<file path="config.mk">
export PLATFORM = sky130hd
export DESIGN_NAME = i2c_target_regs
export DESIGN_NICKNAME = d
export VERILOG_FILES = /design/src/rtl/i2c_target_regs.sv
export SDC_FILE = /design/constraint.sdc
export NUM_CORES = 1
export LEC_CHECK = 0
export CAP_MARGIN = 20
export CORE_MARGIN = 2
export CORE_UTILIZATION = 40
export DETAILED_ROUTE_END_ITERATION = 8
export PLACE_DENSITY = 0.54
export SLEW_MARGIN = 20
export SYNTH_ARGS = -nofsm -noshare
export SYNTH_HDL_FRONTEND = slang
export SYNTH_SLANG_ARGS = --single-unit
export TNS_END_PERCENT = 20
</file>
<file path="constraint.sdc">
create_clock -name clk -period 6.65 [get_ports clk]
set_input_delay 1.33 -clock clk [delete_from_list [all_inputs] [get_ports clk]]
set_output_delay 1.33 -clock clk [all_outputs]
set_load 0.1 [all_outputs]
</file>
<file path="src/rtl/i2c_target_regs.sv">
// I2C target exposing an NREGS x 8-bit register file, with a local write port for the sensor block.
// Define I2C_TARGET_RO_EN to make the upper half of the register file read-only from the bus.
module i2c_target_regs #(
  parameter logic [6:0]  SLAVE_ADDR = 7'h63,
  parameter int unsigned NREGS      = 16,
  parameter int unsigned FILTER_LEN = 3,
  localparam int unsigned AW        = $clog2(NREGS)
) (
  input  logic          clk,
  input  logic          rst,
  input  logic          scl_i,
  input  logic          sda_i,
  output logic          sda_oe,
  input  logic          loc_we,
  input  logic [AW-1:0] loc_addr,
  input  logic [7:0]    loc_wdat,
  output logic          i2c_wr_stb,
  output logic [AW-1:0] i2c_wr_addr,
  output logic [7:0]    i2c_wr_dat,
  output logic          busy
);

  localparam int unsigned CW = $clog2(FILTER_LEN) + 1;

  typedef enum logic [3:0] {
    IDLE, ADDR, ADDR_ACK, PTR, PTR_ACK, WDATA, WACK, RDATA, RACK
  } state_t;

  // Bit 1 carries SCL, bit 0 carries SDA; idle bus level is high.
  logic [1:0]    sync1_q, sync2_q, filt_q, filt_prev_q;
  logic [CW-1:0] fcnt_q [2];

  always_ff @(posedge clk or negedge rst) begin
    if (!rst) begin
      sync1_q     <= '1;
      sync2_q     <= '1;
      filt_q      <= '1;
      filt_prev_q <= '1;
      for (int unsigned i = 0; i < 2; i++) fcnt_q[i] <= '0;
    end else begin
      sync1_q     <= {scl_i, sda_i};
      sync2_q     <= sync1_q;
      filt_prev_q <= filt_q;
      for (int unsigned i = 0; i < 2; i++) begin
        if (sync2_q[i] == filt_q[i]) begin
          fcnt_q[i] <= '0;
        end else if (fcnt_q[i] == CW'(FILTER_LEN - 1)) begin
          filt_q[i] <= sync2_q[i];
          fcnt_q[i] <= '0;
        end else begin
          fcnt_q[i] <= fcnt_q[i] + CW'(1);
        end
      end
    end
  end

  logic scl_f, sda_f, scl_rise, scl_fall, start_c, stop_c;
  always_comb begin
    scl_f    = filt_q[1];
    sda_f    = filt_q[0];
    scl_rise = scl_f & ~filt_prev_q[1];
    scl_fall = ~scl_f & filt_prev_q[1];
    start_c  = scl_f & filt_prev_q[1] & filt_prev_q[0] & ~sda_f;
    stop_c   = scl_f & filt_prev_q[1] & ~filt_prev_q[0] & sda_f;
  end

  state_t        state_q;
  logic [3:0]    bitcnt_q;
  logic [7:0]    sh_q;
  logic [AW-1:0] ptr_q;
  logic          rd_q, sda_oe_q, busy_q, stb_q;
  logic [AW-1:0] wr_addr_q;
  logic [7:0]    wr_dat_q;
  logic [7:0]    regs_q [NREGS];
  logic [7:0]    byte_in;
  logic          wr_ok;

  always_comb begin
    byte_in = {sh_q[6:0], sda_f};
`ifdef I2C_TARGET_RO_EN
    wr_ok   = ~ptr_q[AW-1];
`else
    wr_ok   = 1'b1;
`endif
  end

  // ACK states use sda_oe_q as their phase: first SCL fall drives the ACK, second ends it.
  always_ff @(posedge clk or negedge rst) begin
    if (!rst) begin
      state_q   <= IDLE;
      bitcnt_q  <= '0;
      sh_q      <= '0;
      ptr_q     <= '0;
      rd_q      <= 1'b0;
      sda_oe_q  <= 1'b0;
      busy_q    <= 1'b0;
      stb_q     <= 1'b0;
      wr_addr_q <= '0;
      wr_dat_q  <= '0;
    end else begin
      stb_q <= 1'b0;
      if (start_c) begin
        state_q  <= ADDR;
        bitcnt_q <= '0;
        sda_oe_q <= 1'b0;
      end else if (stop_c) begin
        state_q  <= IDLE;
        sda_oe_q <= 1'b0;
        busy_q   <= 1'b0;
      end else begin
        unique case (state_q)
          IDLE: ;
          ADDR, PTR, WDATA: begin
            if (scl_rise) begin
              sh_q     <= byte_in;
              bitcnt_q <= bitcnt_q + 4'd1;
              if (bitcnt_q == 4'd7) begin
                if (state_q == ADDR) begin
                  if (byte_in[7:1] == SLAVE_ADDR) begin
                    state_q <= ADDR_ACK;
                    rd_q    <= byte_in[0];
                    busy_q  <= 1'b1;
                  end else begin
                    state_q <= IDLE;
                    busy_q  <= 1'b0;
                  end
                end else if (state_q == PTR) begin
                  ptr_q   <= byte_in[AW-1:0];
                  state_q <= PTR_ACK;
                end else begin
                  state_q <= WACK;
                end
              end
            end
          end
          ADDR_ACK, PTR_ACK: begin
            if (scl_fall) begin
              if (!sda_oe_q) begin
                sda_oe_q <= 1'b1;
              end else begin
                sda_oe_q <= 1'b0;
                bitcnt_q <= '0;
                if (state_q == PTR_ACK) begin
                  state_q <= WDATA;
                end else if (rd_q) begin
                  state_q  <= RDATA;
                  sh_q     <= regs_q[ptr_q];
                  sda_oe_q <= ~regs_q[ptr_q][7];
                end else begin
                  state_q <= PTR;
                end
              end
            end
          end
          WACK: begin
            if (scl_fall) begin
              if (!sda_oe_q) begin
                sda_oe_q <= 1'b1;
                ptr_q    <= ptr_q + AW'(1);
                if (wr_ok) begin
                  stb_q     <= 1'b1;
                  wr_addr_q <= ptr_q;
                  wr_dat_q  <= sh_q;
                end
              end else begin
                sda_oe_q <= 1'b0;
                bitcnt_q <= '0;
                state_q  <= WDATA;
              end
            end
          end
          RDATA: begin
            if (scl_rise) begin
              bitcnt_q <= bitcnt_q + 4'd1;
              if (bitcnt_q == 4'd7) ptr_q <= ptr_q + AW'(1);
            end else if (scl_fall) begin
              if (bitcnt_q == 4'd8) begin
                sda_oe_q <= 1'b0;
                state_q  <= RACK;
              end else begin
                sda_oe_q <= ~sh_q[6];
                sh_q     <= {sh_q[6:0], 1'b0};
              end
            end
          end
          RACK: begin
            if (scl_rise) begin
              if (sda_f) begin
                state_q <= IDLE;
                busy_q  <= 1'b0;
              end
            end else if (scl_fall) begin
              state_q  <= RDATA;
              bitcnt_q <= '0;
              sh_q     <= regs_q[ptr_q];
              sda_oe_q <= ~regs_q[ptr_q][7];
            end
          end
          default: state_q <= IDLE;
        endcase
      end
    end
  end

  // The I2C write is applied after the local one so it wins on a same-register collision.
  always_ff @(posedge clk or negedge rst) begin
    if (!rst) begin
      for (int unsigned i = 0; i < NREGS; i++) regs_q[i] <= '0;
    end else begin
      if (loc_we) regs_q[loc_addr] <= loc_wdat;
      if (stb_q)  regs_q[wr_addr_q] <= wr_dat_q;
    end
  end

  assign sda_oe      = sda_oe_q;
  assign busy        = busy_q;
  assign i2c_wr_stb  = stb_q;
  assign i2c_wr_addr = wr_addr_q;
  assign i2c_wr_dat  = wr_dat_q;

endmodule

</file>
==> flow_metrics.env, run 1 <==
export IMPL_rows=57
export IMPL_period_share_pct=59.67
export IMPL_area_growth_pct=10.59
export IMPL_max_slew_worst_pin_slew_ns=1.065
export IMPL_nets=965
export IMPL_grt_max_degree=76
export IMPL_cts_inserted_buffers=17
export IMPL_port_buffers=31
export IMPL_comb_power_share_pct=18.6
export IMPL_p_per_area_mw_per_mm2=277.7
export IMPL_r2r_cells=6
export IMPL_endpoint_kind="output port"
export IMPL_hp_class="reg -> reg"
export IMPL_p_sw_mw=0.9239
export IMPL_synth_nets=981
export IMPL_rsz0062_at_grt="false"
export IMPL_clk_path_buf_depth=2
export IMPL_critPathKind="reg -> out"
export IMPL_hold_buffers=0
export IMPL_drt_iter0_drc=626
export IMPL_avgRoutedWirePerCell_um=21.75
export IMPL_r2r_end="sh_q[1]"
export IMPL_die_area_mm2=0.02605
export IMPL_synth_area_leaders="dfrtp_1, mux2i_1, mux4_2, a21oi_1, nor2_1"
export IMPL_syn_inst=958
export IMPL_use_met3_pct=3.724
export IMPL_drt_pass1_iter_count=5
export IMPL_fin_crit_ns=3.968
export IMPL_post_route_drc_count=0
export IMPL_cts_setup_buffers=0
export IMPL_diodes=0
export IMPL_ys_types=65
export IMPL_busiest_layer="met2"
export IMPL_crit_path_max_incr_delay_ns=1.28
export IMPL_total_power_mw=3.044
export IMPL_cp_cell_sequence="clkdlybuf4s50_1"
export IMPL_avgSynthCellArea_um2=10.35
export IMPL_dpl_hpwl_um=18110
export IMPL_grt_util_met1_pct=32.27
export IMPL_startpoint_type="flip-flop"
export IMPL_start_util_pct=40.75
export IMPL_preCtsSetupSlack_ns=3.120
export IMPL_finalHoldViolations=0
export IMPL_htreeDepth=4
export IMPL_ir_drop_v=0.0001603
export IMPL_crit_fanout=18
export IMPL_clock_sink_count=178
export IMPL_min_from="sync1_q[1]"
export IMPL_ys_seq_area_share_pct=45.04
export IMPL_dieHeight_um=161.4
export IMPL_root_buffer="clkbuf_16"
export IMPL_fin_worst_skew_ns=0.01040
export IMPL_gp_congestion=0.7997
export IMPL_synth_commonest_cells="dfrtp_1, mux2i_1, nor2_1"
export IMPL_outcome="finished clean"
export IMPL_setup_viol=0
export IMPL_required_ns=5.32
export IMPL_track_usage_pct=21.79
export IMPL_max_freq_ghz=0.2520
export IMPL_route_vias_total=7149
export IMPL_fin_hold_ws_ns=0.3543
export IMPL_clkTransAtPathRegs_ns=0.07
export IMPL_yosys_area_top_type_share_pct=42.92
export IMPL_fin_setup_tns_ns=0
export IMPL_worst_path_max_delay_cell="clkdlybuf4s50_1"
export IMPL_place_inst=1247
export IMPL_cpLargestDelayFamily="buffers and inverters"
export IMPL_drtAntennaViolNets=0
export IMPL_clkPwrFrac_pct=33.4
export IMPL_grt_pass1_vias=6600
export IMPL_crit_buf_inv=1
export IMPL_slew_headroom_pct=28.67
export IMPL_routed_wl_um=27810
export IMPL_yosys_area_top_type="dfrtp_1"
export IMPL_cts_tree="built"
export IMPL_grt_pass1_wl_um=42660
export IMPL_synth_edf_count=0
export IMPL_ys_ff_latch=178
export IMPL_clock_latency_ns=0.43
export IMPL_final_layout_size_suffix_gt1_share_pct=12.77
export IMPL_reg2reg_setup_slack_ns=3.61
export IMPL_layoutNonFillerInstCount=1279
export IMPL_power_frac_seq_pct=47.9
export IMPL_cp_arrival_ns=2.64
export IMPL_yosysMostFrequentCell="dfrtp_1"
export IMPL_antenna_found_initial=0
export IMPL_r2r_start="ptr_q[0]"
export IMPL_whs_path_depth=0
export IMPL_use_met2_pct=33.47
export IMPL_ys_flop_type="dfrtp_1"
export IMPL_synth_warnings=0
export IMPL_fp_coreArea_mm2=0.02432
export IMPL_drv_slew=0
export IMPL_fin_ws_ns=2.682
export IMPL_via_per_inst=5.590
export IMPL_nFillCells=2279
export IMPL_swShare_pct=30.36
export IMPL_dieWidth_um=161.4
export IMPL_hold_path_end="sync2_q[1]"
export IMPL_drv_cap=0
export IMPL_synthArstFlopShare_pct=100.0
export IMPL_num_io_pins=32
export IMPL_grt_overflow=0
export IMPL_p_leak_nw=4.536
export IMPL_netlist_area_mm2=0.009911
export IMPL_cts_resized=0
export IMPL_p_int_mw=2.120
routing by layer:
metal / routed length, um / vias up
li1: - / 3387
met1: 13100 / 3566
met2: 12870 / 170
met3: 1405 / 26
met4: 433 / 0
met5: 0 / -
layout by cell type, fill, tap and decap left out, types with 4 or more instances in the layout:
cell type	count
dfrtp_1	169
mux2i_1	137
nor2_1	103
nand2_1	97
a21oi_1	93
o21ai_0	57
mux4_2	32
clkdlybuf4s50_1	30
mux2_2	21
nand3_1	17
clkbuf_16	17
nor2b_1	15
inv_1	13
dfstp_2	8
buf_4	8
nand3b_1	7
nand2b_1	7
o21ai_1	7
nor2_2	6
ha_1	6
inv_6	6
a221oi_1	5
mux4_1	5
nor3_2	4
and3_1	4
nor3_1	4
xor2_1	4
inv_8	4
cell type report:
| cell class | count | area (um2) | area share [%] |
|---|---|---|---|
| clock buffers | 17 | 425.4 | 3.881 |
| clock inverters | 15 | 161.4 | 1.473 |
| inverters | 13 | 48.80 | 0.4452 |
| multi-input cells | 693 | 5080 | 46.35 |
| flip-flops and latches | 178 | 4466 | 40.74 |
| well taps | 324 | 405.4 | 3.699 |
| repair buffers | 39 | 374.1 | 3.413 |
per-stage QoR:
| step | area (um2) | util (%) |
|---|---|---|
| after floorplan | 9911 | - |
| after global placement | 10370 | 42.65 |
| after detailed placement | 10370 | 42.65 |
| after CTS | 10960 | 45.06 |
| after global routing | 10960 | 45.07 |
| final | 10960 | 45.07 |
registers in the layout, indices dropped and copies added (netlist names), 4 cells and up:
signal	count
ptr_q	4
i2c_wr_dat	8
fcnt_q	6
sh_q	8
regs_q	128
bitcnt_q	4
state_q	4
i2c_wr_addr	4
power by group through the flow:
| stage | Clock [mW] | Combinational (mW) | Sequential, mW |
|---|---|---|---|
| after detailed placement | 0 | 0.569 | 1.47 |
| after floorplan | 0 | 0.450 | 1.40 |
| final | 1.02 | 0.567 | 1.46 |
| after CTS | 1.04 | 0.569 | 1.46 |
| after global placement | 0 | 0.559 | 1.47 |
| after global routing | 1.09 | 0.629 | 1.49 |
logic make-up (layout without fill, tap and decap cells):
| logic type | count (synthesis) | after routing | share of synthesized area, % |
|---|---|---|---|
| AOI/OAI and AO/OA | 194 | 194 | 11.03 |
| buffers and inverters | 87 | 84 | 3.951 |
| xor gates and xnor gates | 7 | 7 | 0.6186 |
| adders and majority gates | 6 | 6 | 0.7575 |
| and+or+nand+nor | 287 | 287 | 13.24 |
| muxes | 199 | 199 | 25.35 |
| DFF | 178 | 178 | 45.04 |
worst max-delay path by stage:
| stage | start | endpoint | slack (ns) | cells past startpoint |
|---|---|---|---|---|
| 2_1_floorplan | loc_addr[3] | regs_q[48] | 4.03 | 6 |
| 3_3_place_gp | loc_addr[3] | regs_q[31] | 3.16 | 5 |
| 3_5_place_dp | i2c_wr_dat[5] | i2c_wr_dat[5] | 3.12 | 1 |
| 4_1_cts | i2c_wr_dat[5] | i2c_wr_dat[5] | 2.65 | 1 |
| 5_1_grt | i2c_wr_dat[5] | i2c_wr_dat[5] | 2.62 | 1 |
| 6_report | i2c_wr_dat[5] | i2c_wr_dat[5] | 2.68 | 1 |
(Power assumes the default switching activity.)
==> run 2: changes to the inputs <==
--- a/config.mk
+++ b/config.mk
@@ -9,7 +9,7 @@
 export CORE_MARGIN = 2
 export CORE_UTILIZATION = 40
 export DETAILED_ROUTE_END_ITERATION = 8
-export PLACE_DENSITY = 0.54
+export PLACE_DENSITY = 0.56
 export SLEW_MARGIN = 20
 export SYNTH_ARGS = -nofsm -noshare
 export SYNTH_HDL_FRONTEND = slang
==> constraint.sdc (replaced) <==
create_clock -name clk -period 3.4 [get_ports clk]
set_input_delay 0.68 -clock clk [delete_from_list [all_inputs] [get_ports clk]]
set_output_delay 0.68 -clock clk [all_outputs]
set_load 0.1 [all_outputs]
==> flow_metrics.env, run 2 (same netlist as run 1, synthesis figures left out) <==
export IMPL_endpoint_kind="flip-flop"
export IMPL_drtAntennaViolNets=0
export IMPL_post_route_drc_count=0
export IMPL_drv_cap=0
export IMPL_outcome="finished clean"
export IMPL_hold_buffers=0
export IMPL_cts_setup_buffers=0
export IMPL_fin_setup_tns_ns=0
export IMPL_critPathKind="reg -> reg"
export IMPL_via_per_inst=5.593
export IMPL_antenna_found_initial=0
export IMPL_fp_coreArea_mm2=0.02432
export IMPL_layout_commonest_cell="dfrtp_1"
export IMPL_startpoint_type="flip-flop"
export IMPL_area_growth_pct=11.87
export IMPL_dpl_hpwl_um=18670
export IMPL_finalHoldViolations=0
export IMPL_clkTransAtPathRegs_ns=0.07
export IMPL_dieHeight_um=161.4
export IMPL_clock_sink_count=178
export IMPL_crit_buf_inv=1
export IMPL_start_util_pct=40.75
export IMPL_rsz0062_at_grt="false"
export IMPL_final_cell_mix="dfrtp_1, mux2i_1, nor2_1"
export IMPL_largest_reg_flops=128
export IMPL_drt_pass1_iter_count=5
export IMPL_avgRoutedWirePerCell_um=21.76
export IMPL_crit_path_max_incr_delay_ns=0.92
export IMPL_max_slew_worst_pin_slew_ns=0.9893
export IMPL_worst_path_max_delay_cell="dfrtp_1"
export IMPL_placed_area_mm2=0.01051
export IMPL_r2r_start="ptr_q[3]"
export IMPL_total_power_mw=5.953
export IMPL_grt_pass1_vias=7194
export IMPL_grt_pass1_wl_um=44480
export IMPL_drv_slew=0
export IMPL_crit_start="ptr_q[3]"
export IMPL_num_io_pins=32
export IMPL_cts_tree="built"
export IMPL_htreeDepth=4
export IMPL_crit_fanout=14
export IMPL_clk_path_buf_depth=2
export IMPL_track_usage_pct=22.47
export IMPL_layoutNonFillerInstCount=1300
export IMPL_clock_latency_ns=0.45
export IMPL_cpMostUsedCell="nand2_1"
export IMPL_routed_wl_um=28290
export IMPL_slew_headroom_pct=33.91
export IMPL_final_layout_size_suffix_gt1_share_pct=15.78
export IMPL_r2r_end="sh_q[1]"
export IMPL_nets=986
export IMPL_cts_resized=0
export IMPL_drt_iter0_drc=529
export IMPL_regMostFlops="regs_q"
export IMPL_root_buffer="clkbuf_16"
export IMPL_cp_cell_sequence="buf_4 -> mux4_1 -> mux4_2 -> nand2_1 -> nand2_1 -> mux2_4"
export IMPL_rows=57
export IMPL_cpLargestDelayFamily="multiplexers"
export IMPL_final_area_mm2=0.01109
export IMPL_die_area_mm2=0.02605
export IMPL_cts_inserted_buffers=17
export IMPL_cp_arrival_ns=3.05
export IMPL_ir_drop_v=0.0003237
export IMPL_grt_max_degree=78
export IMPL_p_leak_nw=4.674
export IMPL_diodes=0
export IMPL_gp_congestion=0.7975
export IMPL_fin_crit_ns=2.721
export IMPL_hp_class="in -> async"
export IMPL_place_inst=1268
export IMPL_setup_viol=0
export IMPL_r2r_cells=6
export IMPL_reg2reg_setup_slack_ns=0.68
export IMPL_period_share_pct=80.04
export IMPL_required_ns=3.72
export IMPL_fin_worst_skew_ns=0.01823
export IMPL_port_buffers=31
export IMPL_route_vias_total=7271
export IMPL_grt_overflow=0
export IMPL_dieWidth_um=161.4
export IMPL_p_per_area_mw_per_mm2=537.0
export IMPL_max_freq_ghz=0.3675
## run 2: cell count changes in the layout (fill, tap and decap cells not counted), sizes merged
cell,previous run,this run
clkinvlp,1,2
inv,23,15
clkdlybuf4s50,30,15
clkinv,3,5
buf,8,44
clkbuf,18,23
## run 2: final cells by class
type / instances / area, um2
well taps: 324 / 405.4
clock buffers: 22 / 474.2
multi-input cells: 693 / 5072
repair buffers: 60 / 519.2
clock inverters: 10 / 101.3
fillers: 2232 / 13230
inverters: 13 / 48.80
flip-flops and latches: 178 / 4466
## run 2: routing by layer
metal | share of wire, % | global-route usage, % | up-vias
li1 | - | - | 3437
met3 | 4.7 | 3.544 | 31
met2 | 47 | 35.51 | 156
met1 | 47 | 32.31 | 3647
met4 | 1.7 | 6.006 | 0
met5 | 0 | 0 | -
## run 2: worst max path at each step
stage / to / slack (ns) / cells past startpoint
6_report: sh_q[1] / 0.68 / 6
5_1_grt: sh_q[1] / 0.61 / 6
4_1_cts: sh_q[1] / 0.69 / 6
3_5_place_dp: regs_q[90] / 0.53 / 6
3_3_place_gp: regs_q[89] / 0.57 / 6
2_1_floorplan: regs_q[120] / 1.03 / 4
## run 2: worst register-to-register path: cells and delay by family, from the launching register on
family,cells,cell delay [ns]
buffers and inverters,1,0.39
DFF,1,0.92
muxes,3,1.15
and+or+nand+nor,2,0.16
## run 2: through the flow
step	setup slack (ns)	hold slack, ns	util, %
global placement	0.5736	0.3462	43.22
CTS	0.6882	0.2955	45.59
global route	0.6057	0.3124	45.59
floorplan	1.027	0.3452	-
finish	0.6786	0.2303	45.59
detailed placement	0.5288	0.3472	43.22
## run 2: report_power, final
group / total, mW / internal (mW) / switching [mW] / leakage [nW]
combinational: 1.12 / 0.559 / 0.564 / 2.32
sequential: 2.86 / 2.55 / 0.310 / 2.07
clock: 1.97 / 1.08 / 0.891 / 0.279
